<file path="config.mk">
export PLATFORM = sky130hd
export DESIGN_NAME = sr_latch_driver_flat
export DESIGN_NICKNAME = d
export VERILOG_FILES = /design/src/rtl/sr_latch_driver_pkg.sv /design/src/rtl/sr_latch_driver_if.sv /design/src/rtl/sr_pulse_timer.sv /design/src/rtl/sr_latch_driver.sv /design/src/flat_wrapper.sv
export SDC_FILE = /design/constraint.sdc
export NUM_CORES = 1
export LEC_CHECK = 0
export BUFFER_PORTS_ARGS = -buffer_cell sky130_fd_sc_hd__buf_2
export CAP_MARGIN = 15
export CORE_AREA = 2 2 100 78
export CTS_CLUSTER_SIZE = 12
export DETAILED_ROUTE_END_ITERATION = 10
export DIE_AREA = 0 0 102 80
export PLACE_DENSITY_LB_ADDON = 0.2
export RECOVER_POWER = 100
export SYNTH_ARGS = -nofsm -noshare
export SYNTH_HDL_FRONTEND = slang
export SYNTH_SLANG_ARGS = --single-unit
</file>
<file path="constraint.sdc">
create_clock -name clk -period 5.15 [get_ports clk]
set_clock_uncertainty 0.15 [all_clocks]
set_input_delay 0.515 -clock clk [delete_from_list [all_inputs] [get_ports clk]]
set_output_delay 0.515 -clock clk [all_outputs]
set_load 0.01 [all_outputs]
</file>
<file path="src/rtl/sr_latch_driver_pkg.sv">
// Shared types and constants for the SR latch write driver.
// Holds the controller state encoding and the pulse/settle counter sizing.
package sr_drv_pkg;

    typedef enum logic [1:0] {
        IDLE   = 2'd0,
        DRIVE  = 2'd1,
        SETTLE = 2'd2,
        CHECK  = 2'd3
    } state_t;

    localparam int MAX_CYCLES = 255;
    localparam int CNT_W      = $clog2(MAX_CYCLES + 1);

endpackage

</file>
<file path="src/rtl/sr_latch_driver_if.sv">
// Write-request channel into the SR latch driver.
// Handshake: a request transfers on a rising clk edge where req_valid && req_ready;
// the master holds req_valid/req_data/req_mask until that edge, the slave may drop
// req_ready at any time and never depends on req_valid to raise it.
interface sr_latch_driver_if #(
    parameter int WIDTH = 8
) ();
    logic             req_valid;
    logic             req_ready;
    logic [WIDTH-1:0] req_data;
    logic [WIDTH-1:0] req_mask;

    modport master (
        output req_valid,
        output req_data,
        output req_mask,
        input  req_ready
    );

    modport slave (
        input  req_valid,
        input  req_data,
        input  req_mask,
        output req_ready
    );
endinterface

</file>
<file path="src/rtl/sr_pulse_timer.sv">
// Loadable down-counter shared by the pulse and settle phases.
// expired is high while the count sits at zero.
module sr_pulse_timer
    import sr_drv_pkg::*;
(
    input  logic             clk,
    input  logic             rst_n,
    input  logic             load,
    input  logic [CNT_W-1:0] load_val,
    output logic             expired
);

    logic [CNT_W-1:0] cnt_q;
    logic [CNT_W-1:0] cnt_d;

    always_comb begin
        cnt_d = cnt_q;
        if (load) begin
            cnt_d = load_val;
        end else if (cnt_q != '0) begin
            cnt_d = cnt_q - 1'b1;
        end
    end

    always_ff @(posedge clk or negedge rst_n) begin
        if (!rst_n) begin
            cnt_q <= '0;
        end else begin
            cnt_q <= cnt_d;
        end
    end

    assign expired = (cnt_q == '0);

endmodule

</file>
<file path="src/rtl/sr_latch_driver.sv">
// Write-side controller for a bank of clocked SR cells: encodes masked writes into
// set/reset pulses, waits for the cells to settle, then reads back and shadows them.
module sr_latch_driver
    import sr_drv_pkg::*;
#(
    parameter int WIDTH          = 8,
    parameter int PULSE_CYCLES   = 2,
    parameter int SETTLE_CYCLES  = 1,
    parameter int SKIP_UNCHANGED = 1
) (
    input  logic              clk,
    input  logic              rst_n,
    sr_latch_driver_if.slave  req,
    output logic [WIDTH-1:0]  s_out,
    output logic [WIDTH-1:0]  r_out,
    input  logic [WIDTH-1:0]  q_in,
    output logic              done,
    output logic              err,
    output logic [WIDTH-1:0]  err_bits,
    output logic [WIDTH-1:0]  shadow,
    output state_t            state_dbg
);

    localparam logic [CNT_W-1:0] PULSE_LOAD  = CNT_W'(PULSE_CYCLES - 1);
    localparam logic [CNT_W-1:0] SETTLE_LOAD = CNT_W'((SETTLE_CYCLES > 0) ? SETTLE_CYCLES - 1 : 0);

    state_t           state_q, state_d;
    logic [WIDTH-1:0] s_out_q, s_out_d;
    logic [WIDTH-1:0] r_out_q, r_out_d;
    logic [WIDTH-1:0] expect_q, expect_d;
    logic [WIDTH-1:0] mask_q, mask_d;
    logic [WIDTH-1:0] err_bits_q, err_bits_d;
    logic [WIDTH-1:0] shadow_q, shadow_d;

    logic [WIDTH-1:0] eff;
    logic [WIDTH-1:0] set_vec;
    logic [WIDTH-1:0] rst_vec;
    logic [WIDTH-1:0] mis;
    logic             tmr_load;
    logic [CNT_W-1:0] tmr_val;
    logic             tmr_expired;

    // set_vec and rst_vec are disjoint by construction, so S=R=1 can never be driven.
    assign eff     = req.req_mask & ((SKIP_UNCHANGED != 0) ? (req.req_data ^ shadow_q) : {WIDTH{1'b1}});
    assign set_vec = eff & req.req_data;
    assign rst_vec = eff & ~req.req_data;
    assign mis     = (q_in ^ expect_q) & mask_q;

    always_comb begin
        state_d    = state_q;
        s_out_d    = s_out_q;
        r_out_d    = r_out_q;
        expect_d   = expect_q;
        mask_d     = mask_q;
        err_bits_d = err_bits_q;
        shadow_d   = shadow_q;
        done       = 1'b0;
        err        = 1'b0;
        unique case (state_q)
            IDLE: begin
                if (req.req_valid) begin
                    expect_d = req.req_data;
                    mask_d   = req.req_mask;
                    if (eff == '0) begin
                        state_d = CHECK;
                    end else begin
                        state_d = DRIVE;
                        s_out_d = set_vec;
                        r_out_d = rst_vec;
                    end
                end
            end
            DRIVE: begin
                if (tmr_expired) begin
                    s_out_d = '0;
                    r_out_d = '0;
                    state_d = (SETTLE_CYCLES > 0) ? SETTLE : CHECK;
                end
            end
            SETTLE: begin
                if (tmr_expired) begin
                    state_d = CHECK;
                end
            end
            CHECK: begin
                done       = 1'b1;
                err        = |mis;
                err_bits_d = mis;
                shadow_d   = q_in;
                state_d    = IDLE;
            end
            default: begin
                state_d = IDLE;
            end
        endcase
    end

    // The timer is reloaded on every state entry with the length of the new phase.
    always_comb begin
        tmr_load = (state_d != state_q);
        tmr_val  = '0;
        if (state_d == DRIVE) begin
            tmr_val = PULSE_LOAD;
        end else if (state_d == SETTLE) begin
            tmr_val = SETTLE_LOAD;
        end
    end

    sr_pulse_timer u_timer (
        .clk      (clk),
        .rst_n    (rst_n),
        .load     (tmr_load),
        .load_val (tmr_val),
        .expired  (tmr_expired)
    );

    always_ff @(posedge clk or negedge rst_n) begin
        if (!rst_n) begin
            state_q    <= IDLE;
            s_out_q    <= '0;
            r_out_q    <= '0;
            expect_q   <= '0;
            mask_q     <= '0;
            err_bits_q <= '0;
            shadow_q   <= '0;
        end else begin
            state_q    <= state_d;
            s_out_q    <= s_out_d;
            r_out_q    <= r_out_d;
            expect_q   <= expect_d;
            mask_q     <= mask_d;
            err_bits_q <= err_bits_d;
            shadow_q   <= shadow_d;
        end
    end

    assign req.req_ready = (state_q == IDLE);
    assign s_out         = s_out_q;
    assign r_out         = r_out_q;
    assign err_bits      = (state_q == CHECK) ? mis : err_bits_q;
    assign shadow        = shadow_q;
    assign state_dbg     = state_q;

endmodule
</file>
<file path="src/flat_wrapper.sv">
// flat-port wrapper written by rule: the top's interface ports become plain ports
module sr_latch_driver_flat import sr_drv_pkg::*;
#(
    parameter int WIDTH          = 8,
    parameter int PULSE_CYCLES   = 2,
    parameter int SETTLE_CYCLES  = 1,
    parameter int SKIP_UNCHANGED = 1
)
  (clk, rst_n, s_out, r_out, q_in, done, err, err_bits, shadow, state_dbg, req_req_valid, req_req_data, req_req_mask, req_req_ready);
  sr_latch_driver_if #(.WIDTH(WIDTH)) req_i ();
  input  logic clk;
  input  logic rst_n;
  output logic [WIDTH-1:0] s_out;
  output logic [WIDTH-1:0] r_out;
  input  logic [WIDTH-1:0] q_in;
  output logic done;
  output logic err;
  output logic [WIDTH-1:0] err_bits;
  output logic [WIDTH-1:0] shadow;
  output state_t state_dbg;
  input wire logic [$bits(req_i.req_valid)-1:0] req_req_valid;
  input wire logic [$bits(req_i.req_data)-1:0] req_req_data;
  input wire logic [$bits(req_i.req_mask)-1:0] req_req_mask;
  output wire logic [$bits(req_i.req_ready)-1:0] req_req_ready;
  assign req_i.req_valid = req_req_valid;
  assign req_i.req_data = req_req_data;
  assign req_i.req_mask = req_req_mask;
  assign req_req_ready = req_i.req_ready;
  sr_latch_driver #(.WIDTH(WIDTH), .PULSE_CYCLES(PULSE_CYCLES), .SETTLE_CYCLES(SETTLE_CYCLES), .SKIP_UNCHANGED(SKIP_UNCHANGED)) u_core (.clk(clk), .rst_n(rst_n), .req(req_i), .s_out(s_out), .r_out(r_out), .q_in(q_in), .done(done), .err(err), .err_bits(err_bits), .shadow(shadow), .state_dbg(state_dbg));
endmodule
</file>
# --- After elaboration in Yosys (flattened, before gate mapping) ---
# Index checks and enable logic that the tools add are counted.
word_totals:
  out_inout_bits: 37
  register_bits: 58
  elab_cells: 51
classes:
  add_sub_neg: 1
  n_mux: 18
  eq_ne: 8
  n_bitwise: 7
  reduce_logical: 9
ops:
  columns: ["op", "n"]
  rows:
  - ["$mux 8", 8]
  - ["$and 8x8->8", 4]
  - ["$pmux 8 s2", 2]
  - ["$logic_not 8->1", 2]
  - ["$xor 8x8->8", 2]
  - ["$mux 2", 4]
  - ["$not 8->8", 1]
  - ["$pmux 2 s4", 1]
  - ["$reduce_bool 8->1", 1]
  - ["$reduce_or 8->1", 1]
  - ["$sub 8x1->8 const B", 1]
  - ["$eq 2x1->1 const B", 2]
  - ["$eq 2x2->1 const B", 2]
  - ["$ne 2x2->1 const B", 2]
  - ["$reduce_and 4->1", 1]
  - ["$reduce_bool 2->1", 2]
  - ["$mux 1", 3]
  - ["$logic_not 2->1", 1]
  - ["$ne 2x1->1 const B", 1]
  - ["$ne 2x2->1", 1]
  - ["$reduce_and 2->1", 1]

# --- Depth between registers and ports, before layout ---
logic_depth:
  ltp_word: 9
  ltp_mapped: 9

# --- By module ---
# Synthesis repeated with hierarchy kept, for this count alone.
hier_totals:
  cells_unflattened: 252
  hier_area_um2: 2800.2
by_module_without_submodules:
  columns: ["mod", "area_per_inst_um2", "seq_area_each_um2", "cells_per_inst", "instances"]
  rows:
  - ["sr_latch_driver", 2323.5, 1251.2, 198, 1]
  - ["sr_pulse_timer", 476.7, 200.2, 54, 1]

# --- Worst setup path after synthesis ---
# Ideal clock, no wire load.
synth_path:
  path_kind: "flip-flop to output port"
  start: "register u_core.state_q[0], in the netlist u_core.state_dbg[0]"
  end: "output err_bits[0]"
  setup_slack_ns: 3.138
  t_required_ns: 4.485
  n_path_buf: 2
  path_stages_with_launch: 5
  t_arrival_ns: 1.347
  path_cell_list: "dfrtp_1 buf_2 nand2_1 clkbuf_1 o21ai_0"
synth_between:
  elab_chain_cells: 2
synth_lines:
  columns: ["item", "line_no", "source"]
  rows:
  - ["start, declared", "sr_latch_driver.sv:27", "state_t state_q, state_d;"]
  - ["start signal, assigned", "sr_latch_driver.sv:127", "state_q <= state_d;"]
  - ["$eq 2x2->1", "sr_latch_driver.sv:140", "assign err_bits = (state_q == CHECK) ? mis : err_bits_q;"]
  - ["$mux 8", null, null]
  - ["end, declared", "flat_wrapper.sv:18", "output logic [WIDTH-1:0] err_bits;"]
# No other way between the ends.

==> flow_summary.yaml <==
routing:
  postRouteAntennaNets: 0
  via_per_inst: 4.85
  drcViolationCount: 0
  wl_per_cell_um: 14.6
  routed-via-count: 2149
  firstDrtPassIters: 4
  drt-total-wl_um: 6460
  drtIter0Drc: 98
timing:
  period_share_pct: 62.4
  period_needed_ns: 3.21
  setup_viol: 0
  slew_headroom_pct: -108
  tightest_slew_ns: 3.12
  rsz0062_at_grt: "false"
  finalHoldViolCount: 0
  setup_tns_ns: 0
  drv_slew: 59
  fmax_ghz: 0.311
place:
  gp_congestion: 0.765
  place_area_sq_um: 3170
  dpl.hpwl_um: 4710
  io_buffers: 63
clock_network:
  clk_pin_slew_ns: 0.07
  clockBufferDepth: 2
  numCtsBuffers: 9
  clkSinkCount: 58
  cts_tree: "done"
  hold_buffers: 0
  root_buffer: "clkbuf_8"
  htreeDepth: 3
  worstSkewPairLatency_ns: 0.34
  cts_setup_buffers: 0
  cts_resized: 0
pwr:
  leakage_nw: 1.61
  peakVddDrop_mv: 0.248
  powerDensity_nw_per_um2: 647
yosys:
  synthCells: 271
  synth_edf_count: 0
  syn_area_sq_um: 2780
  synth_nets: 300
  synth_ff_type: "dfrtp_1"
  synth_area_per_cell_sq_um: 10.3
  ys_seq_area_share_pct: 52.2
  async_reset_ff_share_pct: 100
  synth_warnings: 0
  ys_types: 35
  yosys.area.top_type: "dfrtp_1"
  synth_seq_cells: 58
  synthTopCellsByArea: "dfrtp_1, nand2_1, xor2_1, mux2i_1, mux2_2"
  synth_top_area_share_pct: 52.2
cells_and_area:
  ff_latch_area_sq_um: 1450
  multi_input_comb_area_sq_um: 1220
  fin_nets: 366
  stdcell_area_sq_um: 3310
  drive_gt1_share_pct: 15.5
  area_growth_syn_to_layout_pct: 19.0
  fillers: 737
  diodes: 0
critical_path:
  critPathCaptureType: "asynchronous set/reset pin"
  arrival_ns: 2.81
  cpPeakStageDelay_ns: 2.19
  cpLargestDelayFamily: "buffers and inverters"
  cp-start-kind: "primary input"
  cp_max_fo: 58
  crit_path_start: "rst_n"
  worstPathRequired_ns: 4.75
  critPathKind: "in -> async"
  cp_cell_sequence: "buf_2, clkbuf_1"
  cp.buffers_inverters: 2
  r2r-start: "u_core.u_timer.cnt_q[0]"
  crit_slowest_cell: "clkbuf_1"
die:
  io_pins: 64
  die_area_sq_um: 8160
  die_w_um: 102
  start_util_pct: 38.8
  core-area_sq_um: 7160
  rows: 27
  die_h_um: 80
global_routing:
  antenna_found_initial: 0
  gr-total-overflow: 0
  grt_pass1_vias: 2127
  grt_max_degree: 59
  grt_pass1_wl_um: 10800
  grt_usage_pct: 17.7
job:
  drv_cap: 1
status:
  outcome: "finished with violations"
  violations: "max-capacitance violations, max-slew violations"
min_path:
  min_from: "req_req_data[1]"
  hold_class: "in -> reg"
## cell usage in the layout (no fill, tap or decap), drive strengths merged, types with 4 or more instances in the layout
cell type and count:
nand2 85, dfrtp 58, clkbuf 50, buf 26, xor2 20, mux2i 17, nor2 14, o21ai 12
nand4 9, nand4b 9, mux2 8, inv 5, a22oi 4
## cell families after synthesis
logic type / count (synthesis) / share of synthesized area, %
buffers and inverters: 14 / 2.84
AOI/OAI and AO/OA: 22 / 5.27
DFF: 58 / 52.2
muxes: 25 / 9.37
and+or+nand+nor: 129 / 22.8
xor gates and xnor gates: 21 / 6.62
adders and majority gates: 2 / 0.900
## report_power, final
| part | internal [mW] | total, mW | leakage (nW) | switching [mW] |
|---|---|---|---|---|
| registers | 0.668 | 0.836 | 0.746 | 0.168 |
| logic | 0.330 | 0.838 | 0.761 | 0.509 |
| clock network | 0.286 | 0.464 | 0.103 | 0.178 |
## cells in the mapped netlist, types with 2 or more instances
| cell type | number |
|---|---|
| a21oi_1 | 2 |
| a22oi_1 | 4 |
| buf_2 | 3 |
| buf_6 | 3 |
| clkbuf_1 | 3 |
| dfrtp_1 | 58 |
| ha_1 | 2 |
| inv_1 | 5 |
| mux2_2 | 8 |
| mux2i_1 | 17 |
| nand2_1 | 83 |
| nand3_1 | 2 |
| nand4_1 | 9 |
| nand4b_1 | 9 |
| nor2_1 | 13 |
| nor3b_1 | 2 |
| o21ai_0 | 11 |
| xor2_1 | 20 |
## flip-flops by register name, summed over array words and instances (netlist names)
signal / cells
u_core.u_timer.cnt_q: 8
u_core.err_bits_q: 8
u_core.expect_q: 8
u_core.state_dbg: 2
u_core.r_out: 8
u_core.shadow: 8
u_core.mask_q: 8
u_core.s_out: 8
## per-stage QoR
step | util [%] | power, mW | setup WS, ns | instances | hold slack [ns]
floorplan | - | 1.46 | 3.14 | 271 | 0.0694
CTS | 47.3 | 2.23 | 2.34 | 443 | 0.193
global route | 46.2 | 2.33 | 1.18 | 443 | 0.242
finish | 46.2 | 2.14 | 1.94 | 443 | 0.275
detailed placement | 44.2 | 1.76 | 2.69 | 427 | 0.315
global placement | 44.2 | 1.74 | 2.78 | 427 | 0.309
## cell type report
| type | count | share of cell area (%) |
|---|---|---|
| flip-flops and latches | 58 | 43.9 |
| multi-input cells | 199 | 36.8 |
| inverters | 5 | 0.567 |
| clock inverters | 4 | 2.27 |
| clock buffers | 12 | 4.39 |
| well taps | 101 | 3.82 |
| repair buffers | 64 | 8.25 |
## metal layers
| layer | track usage (%) | up-vias | routed length (um) |
|---|---|---|---|
| met3 | 6.83 | 5 | 326 |
| li1 | - | 1055 | - |
| met5 | 0 | - | 0 |
| met1 | 25.3 | 1038 | 3340 |
| met4 | 5.20 | 0 | 46 |
| met2 | 24.9 | 51 | 2750 |
## final timing paths
| kind | cells past startpoint | slack [ns] | end |
|---|---|---|---|
| max in group clk | 6 | 2.40 | u_core.s_out[7] |
| setup / recovery | 2 | 1.94 | u_core.err_bits_q[6] |
| setup reg to reg | 6 | 2.40 | u_core.s_out[7] |
| min in group asynchronous | 2 | 1.15 | u_core.s_out[7] |
| hold reg to reg | 2 | 0.33 | u_core.mask_q[4] |
| hold / removal | 3 | 0.27 | u_core.expect_q[1] |
Power figures use the tool's default switching activity.
